`src/rtl/vram_dma_controller_if.sv`:
```
// Register-file and bus connections of the CGB VRAM DMA controller.
// The master side is the controller; the slave side is the surrounding system.
interface vram_dma_controller_if;
  // Special-register file side
  logic       DMA_start;
  logic [7:0] HDMA1;
  logic [7:0] HDMA2;
  logic [7:0] HDMA3;
  logic [7:0] HDMA4;
  logic [7:0] HDMA5;
  logic [1:0] STAT_mode;
  logic       lcd_on;
  logic       GDMA_finished;
  logic       hdma_active;
  logic [7:0] hdma5_status;
  // System bus (source) side
  logic        dma_req;
  logic        dma_gnt;
  logic [15:0] dma_addr;
  logic        dma_rd;
  logic [7:0]  rd_data;
  // VRAM (destination) side
  logic [12:0] vram_addr;
  logic [7:0]  vram_wdata;
  logic        vram_we;

  modport master (
    input  DMA_start, HDMA1, HDMA2, HDMA3, HDMA4, HDMA5, STAT_mode, lcd_on,
    input  dma_gnt, rd_data,
    output GDMA_finished, hdma_active, hdma5_status,
    output dma_req, dma_addr, dma_rd,
    output vram_addr, vram_wdata, vram_we
  );

  modport slave (
    output DMA_start, HDMA1, HDMA2, HDMA3, HDMA4, HDMA5, STAT_mode, lcd_on,
    output dma_gnt, rd_data,
    input  GDMA_finished, hdma_active, hdma5_status,
    input  dma_req, dma_addr, dma_rd,
    input  vram_addr, vram_wdata, vram_we
  );
endinterface

```
`src/rtl/vram_dma_controller.sv`:
```
// CGB VRAM DMA sequencer: general-purpose (GDMA) and HBlank (HDMA) transfers
// of 16-byte blocks from the system bus into VRAM, two cycles per byte.
module vram_dma_controller (
  input  logic                   clk4_2,
  input  logic                   reset_n,
  vram_dma_controller_if.master  bus
);

  typedef enum logic [2:0] {
    S_IDLE    = 3'd0,
    S_WAIT_HB = 3'd1,
    S_REQ     = 3'd2,
    S_RD      = 3'd3,
    S_WR      = 3'd4,
    S_FIN     = 3'd5
  } state_t;

  state_t      r_state;
  state_t      w_next_state;

  logic [15:0] r_src;
  logic [12:0] r_dst;
  logic [7:0]  r_blocks_left;
  logic [3:0]  r_byte_cnt;
  logic        r_mode;         // 1 = HBlank transfer
  logic        r_first;        // first WAIT_HB cycle after (re)start
  logic        r_cancel_pend;  // cancel seen while a block was in flight
  logic        r_cancelled;    // last HBlank transfer ended by cancel
  logic [1:0]  r_stat_prev;

  logic        w_in_block;
  logic        w_latch;
  logic        w_cancel_mid;
  logic        w_trigger;
  logic        w_to_cancel;
  logic [6:0]  w_blocks_m1;

  assign w_in_block   = (r_state == S_REQ) || (r_state == S_RD) || (r_state == S_WR);
  // A start in IDLE begins a transfer; an HBlank start while waiting re-latches.
  assign w_latch      = bus.DMA_start &&
                        ((r_state == S_IDLE) || ((r_state == S_WAIT_HB) && bus.HDMA5[7]));
  // A cancel during a block is only remembered; the block always finishes.
  assign w_cancel_mid = bus.DMA_start && !bus.HDMA5[7] && r_mode && w_in_block;
  // Mode-0 entry, or already in mode 0 right after the start.
  assign w_trigger    = bus.lcd_on && (bus.STAT_mode == 2'b00) &&
                        ((r_stat_prev != 2'b00) || r_first);
  assign w_blocks_m1  = r_blocks_left[6:0] - 7'd1;

  // State register
  always_ff @(posedge clk4_2 or negedge reset_n) begin
    if (!reset_n) r_state <= S_IDLE;
    else          r_state <= w_next_state;
  end

  // Next-state and bus/VRAM strobes
  always_comb begin
    w_next_state      = r_state;
    w_to_cancel       = 1'b0;
    bus.dma_req       = 1'b0;
    bus.dma_rd        = 1'b0;
    bus.dma_addr      = 16'h0000;
    bus.vram_we       = 1'b0;
    bus.vram_addr     = 13'h0000;
    bus.vram_wdata    = 8'h00;
    bus.GDMA_finished = 1'b0;
    case (r_state)
      S_IDLE: begin
        if (bus.DMA_start) w_next_state = bus.HDMA5[7] ? S_WAIT_HB : S_REQ;
      end
      S_WAIT_HB: begin
        if (bus.DMA_start && bus.HDMA5[7]) begin
          w_next_state = S_WAIT_HB;
        end else if (bus.DMA_start) begin
          w_next_state = S_IDLE;
          w_to_cancel  = 1'b1;
        end else if (w_trigger) begin
          w_next_state = S_REQ;
        end
      end
      S_REQ: begin
        bus.dma_req = 1'b1;
        if (bus.dma_gnt) w_next_state = S_RD;
      end
      S_RD: begin
        // Without a grant the read is held off; the state just waits.
        bus.dma_req  = 1'b1;
        bus.dma_addr = r_src;
        if (bus.dma_gnt) begin
          bus.dma_rd   = 1'b1;
          w_next_state = S_WR;
        end
      end
      S_WR: begin
        bus.dma_req    = 1'b1;
        bus.vram_we    = 1'b1;
        bus.vram_addr  = r_dst;
        bus.vram_wdata = bus.rd_data;
        if (r_byte_cnt != 4'hF) begin
          w_next_state = S_RD;
        end else if (r_blocks_left == 8'd1) begin
          w_next_state = S_FIN;
        end else if (!r_mode) begin
          w_next_state = S_RD;
        end else if (r_cancel_pend || w_cancel_mid) begin
          w_next_state = S_IDLE;
          w_to_cancel  = 1'b1;
        end else begin
          w_next_state = S_WAIT_HB;
        end
      end
      S_FIN: begin
        bus.GDMA_finished = 1'b1;
        w_next_state      = S_IDLE;
      end
      default: w_next_state = S_IDLE;
    endcase
  end

  // Transfer parameters, address counters and cancel bookkeeping
  always_ff @(posedge clk4_2 or negedge reset_n) begin
    if (!reset_n) begin
      r_src         <= 16'h0000;
      r_dst         <= 13'h0000;
      r_blocks_left <= 8'h00;
      r_byte_cnt    <= 4'h0;
      r_mode        <= 1'b0;
      r_first       <= 1'b0;
      r_cancel_pend <= 1'b0;
      r_cancelled   <= 1'b0;
      r_stat_prev   <= 2'b00;
    end else begin
      r_stat_prev <= bus.STAT_mode;
      if (w_latch) begin
        r_src         <= {bus.HDMA1, bus.HDMA2[7:4], 4'h0};
        r_dst         <= {bus.HDMA3[4:0], bus.HDMA4[7:4], 4'h0};
        r_blocks_left <= {1'b0, bus.HDMA5[6:0]} + 8'd1;
        r_byte_cnt    <= 4'h0;
        r_mode        <= bus.HDMA5[7];
        r_first       <= bus.HDMA5[7];
        r_cancel_pend <= 1'b0;
        r_cancelled   <= 1'b0;
      end else begin
        if (r_state == S_WAIT_HB) r_first <= 1'b0;
        if (w_cancel_mid)         r_cancel_pend <= 1'b1;
        if (w_to_cancel) begin
          r_cancelled   <= 1'b1;
          r_cancel_pend <= 1'b0;
        end
        if (r_state == S_WR) begin
          r_src      <= r_src + 16'd1;
          r_dst      <= r_dst + 13'd1;
          r_byte_cnt <= r_byte_cnt + 4'd1;
          if (r_byte_cnt == 4'hF) r_blocks_left <= r_blocks_left - 8'd1;
        end
      end
    end
  end

  assign bus.hdma_active  = r_mode && ((r_state == S_WAIT_HB) || w_in_block);
  assign bus.hdma5_status = r_cancelled ? {1'b1, w_blocks_m1} :
                            ((r_state == S_IDLE) || (r_state == S_FIN)) ? 8'hFF :
                            {1'b0, w_blocks_m1};

endmodule

```
`src/flat_wrapper.sv`:
```
// flat-port wrapper written by rule: the top's interface ports become plain ports
module vram_dma_controller_flat 
  (clk4_2, reset_n, bus_DMA_start, bus_HDMA1, bus_HDMA2, bus_HDMA3, bus_HDMA4, bus_HDMA5, bus_STAT_mode, bus_lcd_on, bus_dma_gnt, bus_rd_data, bus_GDMA_finished, bus_hdma_active, bus_hdma5_status, bus_dma_req, bus_dma_addr, bus_dma_rd, bus_vram_addr, bus_vram_wdata, bus_vram_we);
  vram_dma_controller_if bus_i ();
  input  logic clk4_2;
  input  logic reset_n;
  input wire logic [$bits(bus_i.DMA_start)-1:0] bus_DMA_start;
  input wire logic [$bits(bus_i.HDMA1)-1:0] bus_HDMA1;
  input wire logic [$bits(bus_i.HDMA2)-1:0] bus_HDMA2;
  input wire logic [$bits(bus_i.HDMA3)-1:0] bus_HDMA3;
  input wire logic [$bits(bus_i.HDMA4)-1:0] bus_HDMA4;
  input wire logic [$bits(bus_i.HDMA5)-1:0] bus_HDMA5;
  input wire logic [$bits(bus_i.STAT_mode)-1:0] bus_STAT_mode;
  input wire logic [$bits(bus_i.lcd_on)-1:0] bus_lcd_on;
  input wire logic [$bits(bus_i.dma_gnt)-1:0] bus_dma_gnt;
  input wire logic [$bits(bus_i.rd_data)-1:0] bus_rd_data;
  output wire logic [$bits(bus_i.GDMA_finished)-1:0] bus_GDMA_finished;
  output wire logic [$bits(bus_i.hdma_active)-1:0] bus_hdma_active;
  output wire logic [$bits(bus_i.hdma5_status)-1:0] bus_hdma5_status;
  output wire logic [$bits(bus_i.dma_req)-1:0] bus_dma_req;
  output wire logic [$bits(bus_i.dma_addr)-1:0] bus_dma_addr;
  output wire logic [$bits(bus_i.dma_rd)-1:0] bus_dma_rd;
  output wire logic [$bits(bus_i.vram_addr)-1:0] bus_vram_addr;
  output wire logic [$bits(bus_i.vram_wdata)-1:0] bus_vram_wdata;
  output wire logic [$bits(bus_i.vram_we)-1:0] bus_vram_we;
  assign bus_i.DMA_start = bus_DMA_start;
  assign bus_i.HDMA1 = bus_HDMA1;
  assign bus_i.HDMA2 = bus_HDMA2;
  assign bus_i.HDMA3 = bus_HDMA3;
  assign bus_i.HDMA4 = bus_HDMA4;
  assign bus_i.HDMA5 = bus_HDMA5;
  assign bus_i.STAT_mode = bus_STAT_mode;
  assign bus_i.lcd_on = bus_lcd_on;
  assign bus_i.dma_gnt = bus_dma_gnt;
  assign bus_i.rd_data = bus_rd_data;
  assign bus_GDMA_finished = bus_i.GDMA_finished;
  assign bus_hdma_active = bus_i.hdma_active;
  assign bus_hdma5_status = bus_i.hdma5_status;
  assign bus_dma_req = bus_i.dma_req;
  assign bus_dma_addr = bus_i.dma_addr;
  assign bus_dma_rd = bus_i.dma_rd;
  assign bus_vram_addr = bus_i.vram_addr;
  assign bus_vram_wdata = bus_i.vram_wdata;
  assign bus_vram_we = bus_i.vram_we;
  vram_dma_controller u_core (.clk4_2(clk4_2), .reset_n(reset_n), .bus(bus_i));
endmodule
```
`config.mk`:
```
export PLATFORM = sky130hd
export DESIGN_NAME = vram_dma_controller_flat
export DESIGN_NICKNAME = d
export VERILOG_FILES = /design/src/rtl/vram_dma_controller_if.sv /design/src/rtl/vram_dma_controller.sv /design/src/flat_wrapper.sv
export SDC_FILE = /design/constraint.sdc
export NUM_CORES = 1
export LEC_CHECK = 0
export ABC_AREA = 1
export CORE_MARGIN = 5
export CORE_UTILIZATION = 52
export CTS_CLUSTER_SIZE = 12
export DETAILED_ROUTE_END_ITERATION = 10
export HOLD_SLACK_MARGIN = 0.1
export PLACE_DENSITY = 0.87
export SKIP_CTS_REPAIR_TIMING = 1
export SLEW_MARGIN = 30
export SYNTH_ARGS = -nofsm -noshare
export SYNTH_HDL_FRONTEND = slang
export SYNTH_SLANG_ARGS = --single-unit
export TNS_END_PERCENT = 20
```
`constraint.sdc`:
```
create_clock -name clk4_2 -period 3.8 [get_ports clk4_2]
set_input_delay 0.57 -clock clk4_2 [delete_from_list [all_inputs] [get_ports clk4_2]]
set_output_delay 0.57 -clock clk4_2 [all_outputs]
set_load 0.01 [all_outputs]
```
==> out/metrics.csv <==
metric,value,unit
number of synthesis warnings,0,
layout cell share with drive strength beyond 1,0.05063,
Final ANT Viol Nets,0,
"most common cell after layout, fill and taps aside",nand2_1,
leakage,2.252,nW
Tightest Pin Transition,0.7839,ns
Synth Register Bits,50,
Critical-path top delay cell,nand3_1,
post-synthesis simple-gate area fraction,0.4178,
Max-Cap Viols,0,
1st-iter DRT viols,205,
synthesis-to-layout area growth,28.92,%
final wirelength,9880,microns
antenna violations before repair,0,
Setup Skew,0.01509,ns
Post-synth top flop,dfrtp_1,
"top cells by area, synth","dfrtp_1 35%, nand2_1 16%, nor2_1 9.5%",
Die Height,92.86,microns
Total Power,3.072,mW
setup TNS,0,ns
Synth Area in Compound Gates,0.06835,
CP Cell Sequence,inv_2 -> nand3_1 -> nor2_1 -> clkdlybuf4s50_1,
CTS root buf,clkbuf_8,
Critical Setup Path Class,reg -> out,
largest net degree at the start of global routing,37,
ANT cells,0,
FILL cells,566,
global-route wire length before repair,16280,microns
die area,8622,sq um
CTS Buf Count,5,
mux cell area share after synthesis,0,
I/O pin count,105,
Via density,5.399,
Pwr Density,667.5,nW/um^2
Slew HR,0.4759,
syn nets,605,
"Hold Violations, Final",0,
clk buf depth,2,
VDD IR-drop max,0.0005722,V
Detailed Place HPWL,7119,microns
Mapped Area,3570,sq um
Core Area,6719,sq um
Achievable Freq,334.9,MHz
GRT Total Usage,0.2280,
Die W,92.86,microns
status,finished clean,
Synth Area in Adders,0.02103,
WL per Instance,13.88,microns
final setup fails,0,
vias in the first global route,3682,
Finished Layout Cells,712,
num rows,30,
via count,3844,
unrepaired setup endpoints after global routing,false,
CP Capture Type,primary output,
fin crit period,2.986,ns
Netlist cell types,36,
Setup crit start kind,flip-flop,
worst endpoint required time,3.23,ns
clk sinks,50,
Final nets,692,
CTS tree,yes,
"FFs w/ async S/R, synth",1.000,
GR Overflow Total,0,
crit path DAT,2.42,ns
Mapped Avg Cell Area,6.562,sq um
Syn Inst Count,544,
Synth Area in XOR/XNOR,0.02699,
Initial Util,0.5313,
largest family of logic cells by synthesized area,simple AND/OR/NAND/NOR gates,
post-synthesis sequential area ratio,0.3505,
"Reg clk slew, reported paths",0.10,ns
dpl cells,704,
Final Slew Violations,0,
H-Tree Depth,2,
GP Congestion,0.8701,
Initial DRT Pass Iterations,5,
number of enable flip-flop cells after synthesis,0,
Finished Core Util,0.6849,
most frequent cells in the layout,"151 x nand2_1, 92 x clkdlybuf4s50_1, 90 x nor2_1",
worst min path class,in -> async,
hold_ws,0.2319,ns
"slowest stage delay, CP",0.58,ns
worst-path maximum fanout,18,
Skew-Pair Late Insertion Delay,0.31,ns
part of the cycle the worst path needs,0.7857,
DRC,0,
"area leader, netlist",dfrtp_1,
PortBufs,93,
top-area cell type share of the netlist area,0.3505,
==> cell families after synthesis <==
logic type	Yosys count
xor+xnor	11
compound gates	45
simple gates	339
fa+ha+maj	6
buf+inv	93
flops	50
==> registers in the layout (all words and copies together), names as in the netlist <==
name / flops
u_core.r_blocks_left: 8
u_core.r_byte_cnt: 4
u_core.r_cancel_pend: 1
u_core.r_cancelled: 1
u_core.r_dst: 13
u_core.r_first: 1
u_core.r_mode: 1
u_core.r_src: 16
u_core.r_stat_prev: 2
u_core.r_state: 3
==> path summary, 6_finish.rpt <==
path                                         from                   end  slack (ns)  cells past startpoint
worst max register to register  u_core.r_state[0]       u_core.r_src[4]        1.59                      6
max in group asynchronous                 reset_n  u_core.r_byte_cnt[0]        2.76                      2
worst min register to register    u_core.r_src[0]       u_core.r_src[0]        0.54                      1
worst min-delay path                      reset_n      u_core.r_src[11]        0.23                      1
worst max-delay path            u_core.r_state[2]       bus_dma_addr[6]        0.81                      4
min in group clk4_2               u_core.r_src[0]       u_core.r_src[0]        0.54                      1
==> per-layer routing <==
| metal | routed length [microns] | track usage | vias to the layer above |
|---|---|---|---|
| met3 | 832 | 0.05037 | 8 |
| li1 | - | - | 1885 |
| met1 | 4268 | 0.2927 | 1770 |
| met2 | 4685 | 0.3839 | 181 |
| met4 | 93 | 0.06716 | 0 |
| met5 | 0 | 0 | - |
==> synthesized netlist by cell type (2+ instances only) <==
cell type and number:
nand3b_1 2, a21oi_1 15, xor2_1 10, dfrtp_1 50, nand2_4 3, o21ai_1 9
nand4_1 11, nor2_1 90, o211ai_1 3, nor3_1 6, ha_1 6, o21ai_0 15
buf_2 5, inv_2 4, nand2_2 4, inv_1 73, buf_4 3, nand3_1 59
nor2_2 3, buf_6 5, nand2_1 151, or2_2 3
==> worst max-delay path: cells and delay by family (launching register included) <==
kind | cells | cell delay (ns)
AND/OR/NAND/NOR | 2 | 0.89
buffers and inverters | 2 | 0.77
flip-flops | 1 | 0.45
==> area by class of cell <==
class / instances / area, sq um / area share
Inverter: 79 / 304.0 / 0.06607
Clock inverter: 1 / 30.03 / 0.006525
Timing Repair Buffer: 94 / 933.4 / 0.2028
Tap cell: 80 / 100.1 / 0.02175
Clock buffer: 7 / 76.32 / 0.01659
Multi-Input combinational cell: 401 / 1907 / 0.4144
Sequential cell: 50 / 1251 / 0.2719
==> power by group <==
group	internal [mW]	switching, mW
Combinational	0.704	1.04
Clock	0.197	0.177
Sequential	0.731	0.218
==> metrics by stage <==
stage               cell area, sq um  worst slack (ns)
floorplan                       3570             1.955
finish                          4602            0.8144
global placement                4496             1.265
global route                    4602            0.6972
detailed placement              4496             1.171
CTS                             4602            0.8314
Note: power is estimated with default switching activity, not from simulation.
